===== src/rtl/mmcm_reconfig_seq.sv =====
`default_nettype none
// +----------------------------------------------------------------------------+
// | Module      : mmcm_reconfig_seq                                            |
// | Description : Request sequencer driving SSTEP/STATE of the MMCM            |
// |               reconfiguration block and supervising its SRDY handshake.    |
// |               Optional macro MMCM_RECONFIG_SEQ_RETRY_EN enables SSTEP      |
// |               reissue after an ack timeout.                                |
// | Revision    : 1.0 - initial release                                        |
// +----------------------------------------------------------------------------+
module mmcm_reconfig_seq #(
  parameter int TIMEOUT_CYCLES = 65535,
  parameter int INIT_STATE     = 0,
  parameter int MAX_RETRY      = 2
) (
  input  logic       CLKIN_DRP,
  input  logic       RST_N,
  input  logic       REQ_VALID,
  input  logic [2:0] REQ_STATE,
  output logic       REQ_READY,
  input  logic       SRDY,
  output logic       SSTEP,
  output logic [2:0] STATE,
  output logic       BUSY,
  output logic       DONE,
  output logic [1:0] ERR_CODE,
  output logic [2:0] CUR_STATE
);

  typedef enum logic [2:0] {
    S_IDLE      = 3'd0,
    S_WAIT_RDY  = 3'd1,
    S_STEP      = 3'd2,
    S_WAIT_ACK  = 3'd3,
    S_WAIT_LOCK = 3'd4,
    S_FINISH    = 3'd5
  } fsm_t;

  localparam logic [15:0] c_limit = 16'(TIMEOUT_CYCLES - 1);
  localparam logic [2:0]  c_init  = 3'(INIT_STATE);

  fsm_t        r_fsm;
  logic [15:0] r_cnt;
  logic [15:0] w_cnt_inc;
  logic        r_req_ready;
  logic        r_sstep;
  logic [2:0]  r_state;
  logic        r_busy;
  logic        r_done;
  logic [1:0]  r_err;
  logic [2:0]  r_cur_state;

`ifdef MMCM_RECONFIG_SEQ_RETRY_EN
  localparam logic [7:0] c_max_retry = 8'(MAX_RETRY);
  logic [7:0] r_retry;
`else
  localparam int c_unused_max_retry = MAX_RETRY;
`endif

  assign w_cnt_inc = (r_cnt == 16'hFFFF) ? r_cnt : r_cnt + 16'd1;

  always_ff @(posedge CLKIN_DRP or negedge RST_N) begin
    if (!RST_N) begin
      r_fsm       <= S_IDLE;
      r_cnt       <= 16'd0;
      r_req_ready <= 1'b1;
      r_sstep     <= 1'b0;
      r_state     <= c_init;
      r_busy      <= 1'b0;
      r_done      <= 1'b0;
      r_err       <= 2'd0;
      r_cur_state <= c_init;
`ifdef MMCM_RECONFIG_SEQ_RETRY_EN
      r_retry     <= 8'd0;
`endif
    end else begin
      r_sstep <= 1'b0;
      r_done  <= 1'b0;
      case (r_fsm)
        S_IDLE: begin
          if (REQ_VALID && r_req_ready) begin
            r_req_ready <= 1'b0;
            r_err       <= 2'd0;
`ifdef MMCM_RECONFIG_SEQ_RETRY_EN
            r_retry     <= 8'd0;
`endif
            if (REQ_STATE <= 3'd4) begin
              r_state <= REQ_STATE;
              r_busy  <= 1'b1;
              r_fsm   <= S_WAIT_RDY;
            end else begin
              // Invalid target: report straight away, STATE keeps last value
              r_err  <= 2'd1;
              r_done <= 1'b1;
              r_fsm  <= S_FINISH;
            end
          end
        end
        S_WAIT_RDY: begin
          if (SRDY) begin
            r_sstep <= 1'b1;
            r_fsm   <= S_STEP;
          end
        end
        S_STEP: begin
          r_cnt <= 16'd0;
          r_fsm <= S_WAIT_ACK;
        end
        S_WAIT_ACK: begin
          // SRDY falling takes priority over a coincident timeout
          if (!SRDY) begin
            r_cnt <= 16'd0;
            r_fsm <= S_WAIT_LOCK;
          end else if (r_cnt == c_limit) begin
`ifdef MMCM_RECONFIG_SEQ_RETRY_EN
            if (r_retry < c_max_retry) begin
              r_retry <= r_retry + 8'd1;
              r_fsm   <= S_WAIT_RDY;
            end else begin
              r_err  <= 2'd2;
              r_done <= 1'b1;
              r_busy <= 1'b0;
              r_fsm  <= S_FINISH;
            end
`else
            r_err  <= 2'd2;
            r_done <= 1'b1;
            r_busy <= 1'b0;
            r_fsm  <= S_FINISH;
`endif
          end else begin
            r_cnt <= w_cnt_inc;
          end
        end
        S_WAIT_LOCK: begin
          if (SRDY) begin
            r_cur_state <= r_state;
            r_err       <= 2'd0;
            r_done      <= 1'b1;
            r_busy      <= 1'b0;
            r_fsm       <= S_FINISH;
          end else if (r_cnt == c_limit) begin
            r_err  <= 2'd3;
            r_done <= 1'b1;
            r_busy <= 1'b0;
            r_fsm  <= S_FINISH;
          end else begin
            r_cnt <= w_cnt_inc;
          end
        end
        S_FINISH: begin
          r_req_ready <= 1'b1;
          r_fsm       <= S_IDLE;
        end
        default: begin
          r_req_ready <= 1'b1;
          r_busy      <= 1'b0;
          r_fsm       <= S_IDLE;
        end
      endcase
    end
  end

  assign REQ_READY = r_req_ready;
  assign SSTEP     = r_sstep;
  assign STATE     = r_state;
  assign BUSY      = r_busy;
  assign DONE      = r_done;
  assign ERR_CODE  = r_err;
  assign CUR_STATE = r_cur_state;

endmodule
`default_nettype wire


===== config.mk =====
export PLATFORM = sky130hd
export DESIGN_NAME = mmcm_reconfig_seq
export DESIGN_NICKNAME = d
export VERILOG_FILES = /design/src/rtl/mmcm_reconfig_seq.sv
export SDC_FILE = /design/constraint.sdc
export NUM_CORES = 1
export LEC_CHECK = 0
export CORE_MARGIN = 1.5
export CORE_UTILIZATION = 55
export DETAILED_ROUTE_END_ITERATION = 10
export GPL_ROUTABILITY_DRIVEN = 0
export PLACE_DENSITY = 0.78
export SKIP_LAST_GASP = 1
export SYNTH_ARGS = -nofsm -noshare
export SYNTH_HDL_FRONTEND = slang
export SYNTH_SLANG_ARGS = --single-unit

===== constraint.sdc =====
create_clock -name CLKIN_DRP -period 4.1 [get_ports CLKIN_DRP]
set_input_delay 0.82 -clock CLKIN_DRP [delete_from_list [all_inputs] [get_ports CLKIN_DRP]]
set_output_delay 0.82 -clock CLKIN_DRP [all_outputs]
set_load 0.005 [all_outputs]

Yosys cells after proc, flatten, opt, wreduce, memory -nomap -nowiden
Cells that the tools add are included.

word-level totals
  bits in registers = 31
  latch bits = 0
  bits in writable memories = 0
  memory bits (read-only) = 0
  input port bits = 7
  output and inout bits = 12
  memories kept = 0

cells by class
  add/sub/neg operators = 1
  multipliers = 0
  divide/modulo/power cells = 0
  magnitude comparators = 1
  equality and inequality tests = 14
  shift-type cells = 0
  multiplexer cells = 35
  bitwise gates (word level) = 2
  reductions and logical operators = 13

operators by type and width
  cell                                                                   number
  16-bit 2-to-1 mux                                                      4
  16-bit case mux with 3 select lines                                    1
  16-bit equality test, second input constant                            2
  3-bit 2-to-1 mux                                                       6
  16-bit by 1-bit adder with 16-bit output, second input constant        1
  3-bit case mux with 5 select lines                                     1
  1-bit 2-to-1 mux                                                       14
  2-bit inequality test, second input constant                           6
  2-bit 2-to-1 mux                                                       5
  2-bit AND reduction                                                    4
  3-bit by 2-bit equality test with 1-bit output, second input constant  2
  3-bit equality test, second input constant                             2
  2-bit case mux with 3 select lines                                     1
  3-bit nonzero test                                                     2
  5-bit AND reduction                                                    1
  1-bit case mux with 4 select lines                                     1
  4-bit AND reduction                                                    1
  4-bit OR reduction                                                     1
  3-bit by 1-bit equality test with 1-bit output, second input constant  1
  3-bit <= comparator, second input constant                             1
  3-bit zero test                                                        1
  3-bit inequality test, second input constant                           1
  1-bit case mux with 3 select lines                                     1
  3-bit AND reduction                                                    1
  other kinds (4)                                                        5

Depth between registers and ports, before layout
  depth in word-level cells = 5
  mapped depth = 7

Worst setup path after synthesis
No wires, ideal clock.

  path type = in2reg
  start = in SRDY
  end = reg r_cnt[11]
  arrival time = 1990 ps
  path slack = 1989 ps
  cell stages on the path = 6
  cells stage by stage = buf_2 nor4b_4 o2111ai_4 nor4b_2 xnor2_1 nor2_1

between the ends
  longest elaborated chain between the ends = 2

ends and longest elaborated chain
  element                                                                     line  text
  start, declared                                                             20    input logic SRDY,
  16-bit 2-to-1 mux or 2-bit inequality test (tied branches)                  n/a
  16-bit case mux with 3 select lines or 2-bit AND reduction (tied branches)  n/a
  end signal, assigned                                                        131   r_cnt <= w_cnt_inc;
  end signal, assigned                                                        147   r_cnt <= w_cnt_inc;
  end, declared                                                               42    logic [15:0] r_cnt;

Parallel ways exist; a longest one is shown, timed or not.
A chain may end at the register's enable or synchronous reset.

Worst setup path in the final report
Same ends and word-level chain as after synthesis.

==> metrics.cfg <==
[route]
wl_per_cell_um=15.4
drt-pass1-iter-count=4
drt_first_iter_violations=106
route.antenna.remaining_nets=0
totalWireLength_um=3860
route.detailed.vias_per_inst=5.94
route.detailed.drc=0
detailroute.via_count=1486

[place]
dp.final_hpwl_um=2770
placedCellCount=242
io_buffers=18
post-place-ws_ps=1370

[logic_synthesis]
syn_area_per_cell_um2=9.86
netlist_instances=186
ys_seq_area_share_pct=42.4
synth_async_sr_flop_share_pct=100
syn-num-nets=195
edff_count_synth=0
count_of_state_elements_after_synthesis=31
synth_cell_types=46
mappedNetlistArea_mm2=0.00183
synth_top_cell_by_area=dfrtp_1
yosys-top-cells-area=dfrtp_1 (41%), nor2_1 (4.9%), xnor2_1 (4.3%)
synth_largest_type_area_fraction_pct=40.9
synthesis.yosys.warnings=0
dominantRegCellSynth=dfrtp_1

[cts]
cts-resized-gates=0
ctsLongestPathBuffers=2
insertion_delay_ps=340
ctsHoldBuffers=0
cts.root.buffer_cell=clkbuf_4
clock_tree.htree_level_count=2
tritoncts=yes
cts.reportedPaths.clkPinSlew_ps=100
cts_inserted_buffers=5
clock_sinks=31
postCtsSetupBuffers=0

[setup_path]
worstReg2RegStart=r_fsm[0]$_DFFE_PN0P_
r2r-end=ERR_CODE[0]$_DFFE_PN0P_
timing.critical_path.cells=clkdlybuf4s50_1 > nor4b_4 > o2111ai_4 > nor4b_2 > xnor2_1 > nor2_1
crit_path_max_incr_delay_ps=610
worstSetupStartpointType=input port
cp_slowest_cell=clkdlybuf4s50_1
crit_path_end_kind=flop
critPathArrivalTime_ps=2640
ff2ff_path_depth=5
crit_required_ps=4320
critical_path_class=in -> reg
timing.critical_path.fanout_max=10
r2r_slack_ps=2040

[floorplanning]
start_util_pct=59.1
top_level_ports=19
die-width_um=60.8
die_h_um=60.8
row_count=20
full_die_area_mm2=0.00369
floorplan.core_area_mm2=0.00310

[timing]
pin_slew_with_the_least_headroom_to_its_limit_ps=601
fin_ws_ps=1680
final.hold.worst_slack_ps=518
grt_setup_unrepaired=no
tns_ps=0
finalWorstPathRequiredPeriod_ps=2420
report.final.hold_viol_count=0
timing.slew.headroom_pct=59.6
maxSlewViolCount=0
max_clock_freq_mhz=413
clock_skew_ps=13.7
period_share_pct=59.1
setup-violations-final=0

[worst_hold_path]
worstHoldStart=CUR_STATE[1]$_DFFE_PN0P_
min_to=CUR_STATE[1]$_DFFE_PN0P_
hold-path-cell-count=1
hp-class=reg -> reg

[global_routing]
global_route.overflow_total=0
grt_start_max_net_pins=32
first_global_vias=1341
grt.total_usage_pct=23.4
grt_pass1_wl_um=6210
antenna_found_initial=0

[power_and_ir_drop]
power.share.switching_pct=37.5
power_frac_comb_pct=38.1
max_ir_drop_vdd_mv=0.389
power.static_leakage_nw=0.875
p_seq_share_pct=41.7
switchingPower_w=0.000462
pwr-share-clk_pct=20.3
p_int_w=0.000770
power.density_cell_area_mw_per_mm2=579

[final_layout]
final_std_cells_w_o_fill=250
antenna_cells_inserted=0
fin_nets=214
syn2layout_area_growth_pct=16.0
post_route_cells_drive_above_1_share_pct=15.0

[outcome]
run_status=completed

[run]
cap_viol_max_count=0

-- kinds of logic (layout without fill, tap and decap cells) --
family	after synthesis	in the layout	synth area share [%]
and+or+nand+nor	85	85	28.9
AOI/OAI and AO/OA	37	37	14.5
DFF	31	31	42.4
xor gates and xnor gates	14	14	6.68
buffers and inverters	12	32	3.21
muxes	5	5	3.07
adders and majority gates	2	2	1.36
-- registers in the layout, summed over array words and instances (netlist names) --
name and count:
BUSY 1, CUR_STATE 3, DONE 1, ERR_CODE 2
REQ_READY 1, SSTEP 1, STATE 3, r_cnt 16
r_fsm 3
-- how the worst max path moves through the flow --
stage | from | endpoint | slack [ps] | cells past startpoint
floorplan | SRDY | r_cnt[11]$_DFFE_PN0P_ | 1990 | 6
global placement | SRDY | r_cnt[15]$_DFFE_PN0P_ | 1430 | 6
detailed placement | SRDY | r_cnt[1]$_DFFE_PN0P_ | 1370 | 6
CTS | SRDY | r_cnt[1]$_DFFE_PN0P_ | 1710 | 6
global route | SRDY | r_cnt[1]$_DFFE_PN0P_ | 1590 | 6
finish | SRDY | r_cnt[11]$_DFFE_PN0P_ | 1680 | 6
-- worst max-delay path: cells and delay by family --
family,cells,cell delay (ps)
AO/OA/AOI/OAI,1,250
XOR/XNOR,1,150
buffers and inverters,1,610
AND/OR/NAND/NOR,3,800
-- routing by layer --
metal  global-route usage (%)  vias to the layer above  routed length [um]
met4                     10.9                        0                  76
li1                         -                      722                   -
met3                     7.04                        6                 148
met1                     30.9                      728                1780
met5                        0                        -                   0
met2                     35.5                       30                1850
-- power groups by stage --
stage / registers (W) / logic [W] / clock network [W]
CTS: 0.000512 / 0.000472 / 0.000255
detailed placement: 0.000518 / 0.000469 / 0
global route: 0.000531 / 0.000524 / 0.000267
finish: 0.000513 / 0.000469 / 0.000250
global placement: 0.000509 / 0.000453 / 0
floorplan: 0.000454 / 0.000351 / 0
-- placed cells by master (no fill, tap or decap), types with 6 or more instances in the layout --
| cell | Yosys | layout |
|---|---|---|
| clkdlybuf4s50_1 | 0 | 18 |
| nand3_1 | 7 | 7 |
| nor2_1 | 24 | 24 |
| and3_1 | 6 | 6 |
| dfrtp_1 | 30 | 30 |
| o21ai_0 | 6 | 6 |
| a21oi_1 | 6 | 6 |
| nand2_1 | 16 | 16 |
| xnor2_1 | 9 | 9 |
-- Yosys cell counts (3+ instances only) --
cell and count:
nor2_1 24, a21oi_1 6, and3_1 6, a31oi_1 3, nor4_2 5, nand4_1 4, inv_1 4, xor2_1 5
o211ai_1 5, mux2_2 5, a211oi_1 3, o21ai_0 6, dfrtp_1 30, and4_1 3, xnor2_1 9, buf_2 5
nor3_1 5, nand2_1 16, nand3_1 7
-- per-stage QoR --
| stage | area, um2 | utilization [%] | total power, W |
|---|---|---|---|
| 3_3_place_gp | 2040 | 65.8 | 0.000962 |
| 4_1_cts | 2130 | 68.5 | 0.00124 |
| 2_1_floorplan | 1830 | - | 0.000805 |
| 6_report | 2130 | 68.5 | 0.00123 |
| 3_5_place_dp | 2040 | 65.8 | 0.000987 |
| 5_1_grt | 2130 | 68.5 | 0.00132 |
-- cell type report --
cell class                 instances  area [um2]
fill                             259         976
clock buffer                       6        51.3
sequential                        31         777
timing repair buffer              20         195
inverter                           4        15.0
multi-input combinational        143         998
tap                               44        55.1
clock inverter                     2        35.0
(Power assumes the default switching activity.)
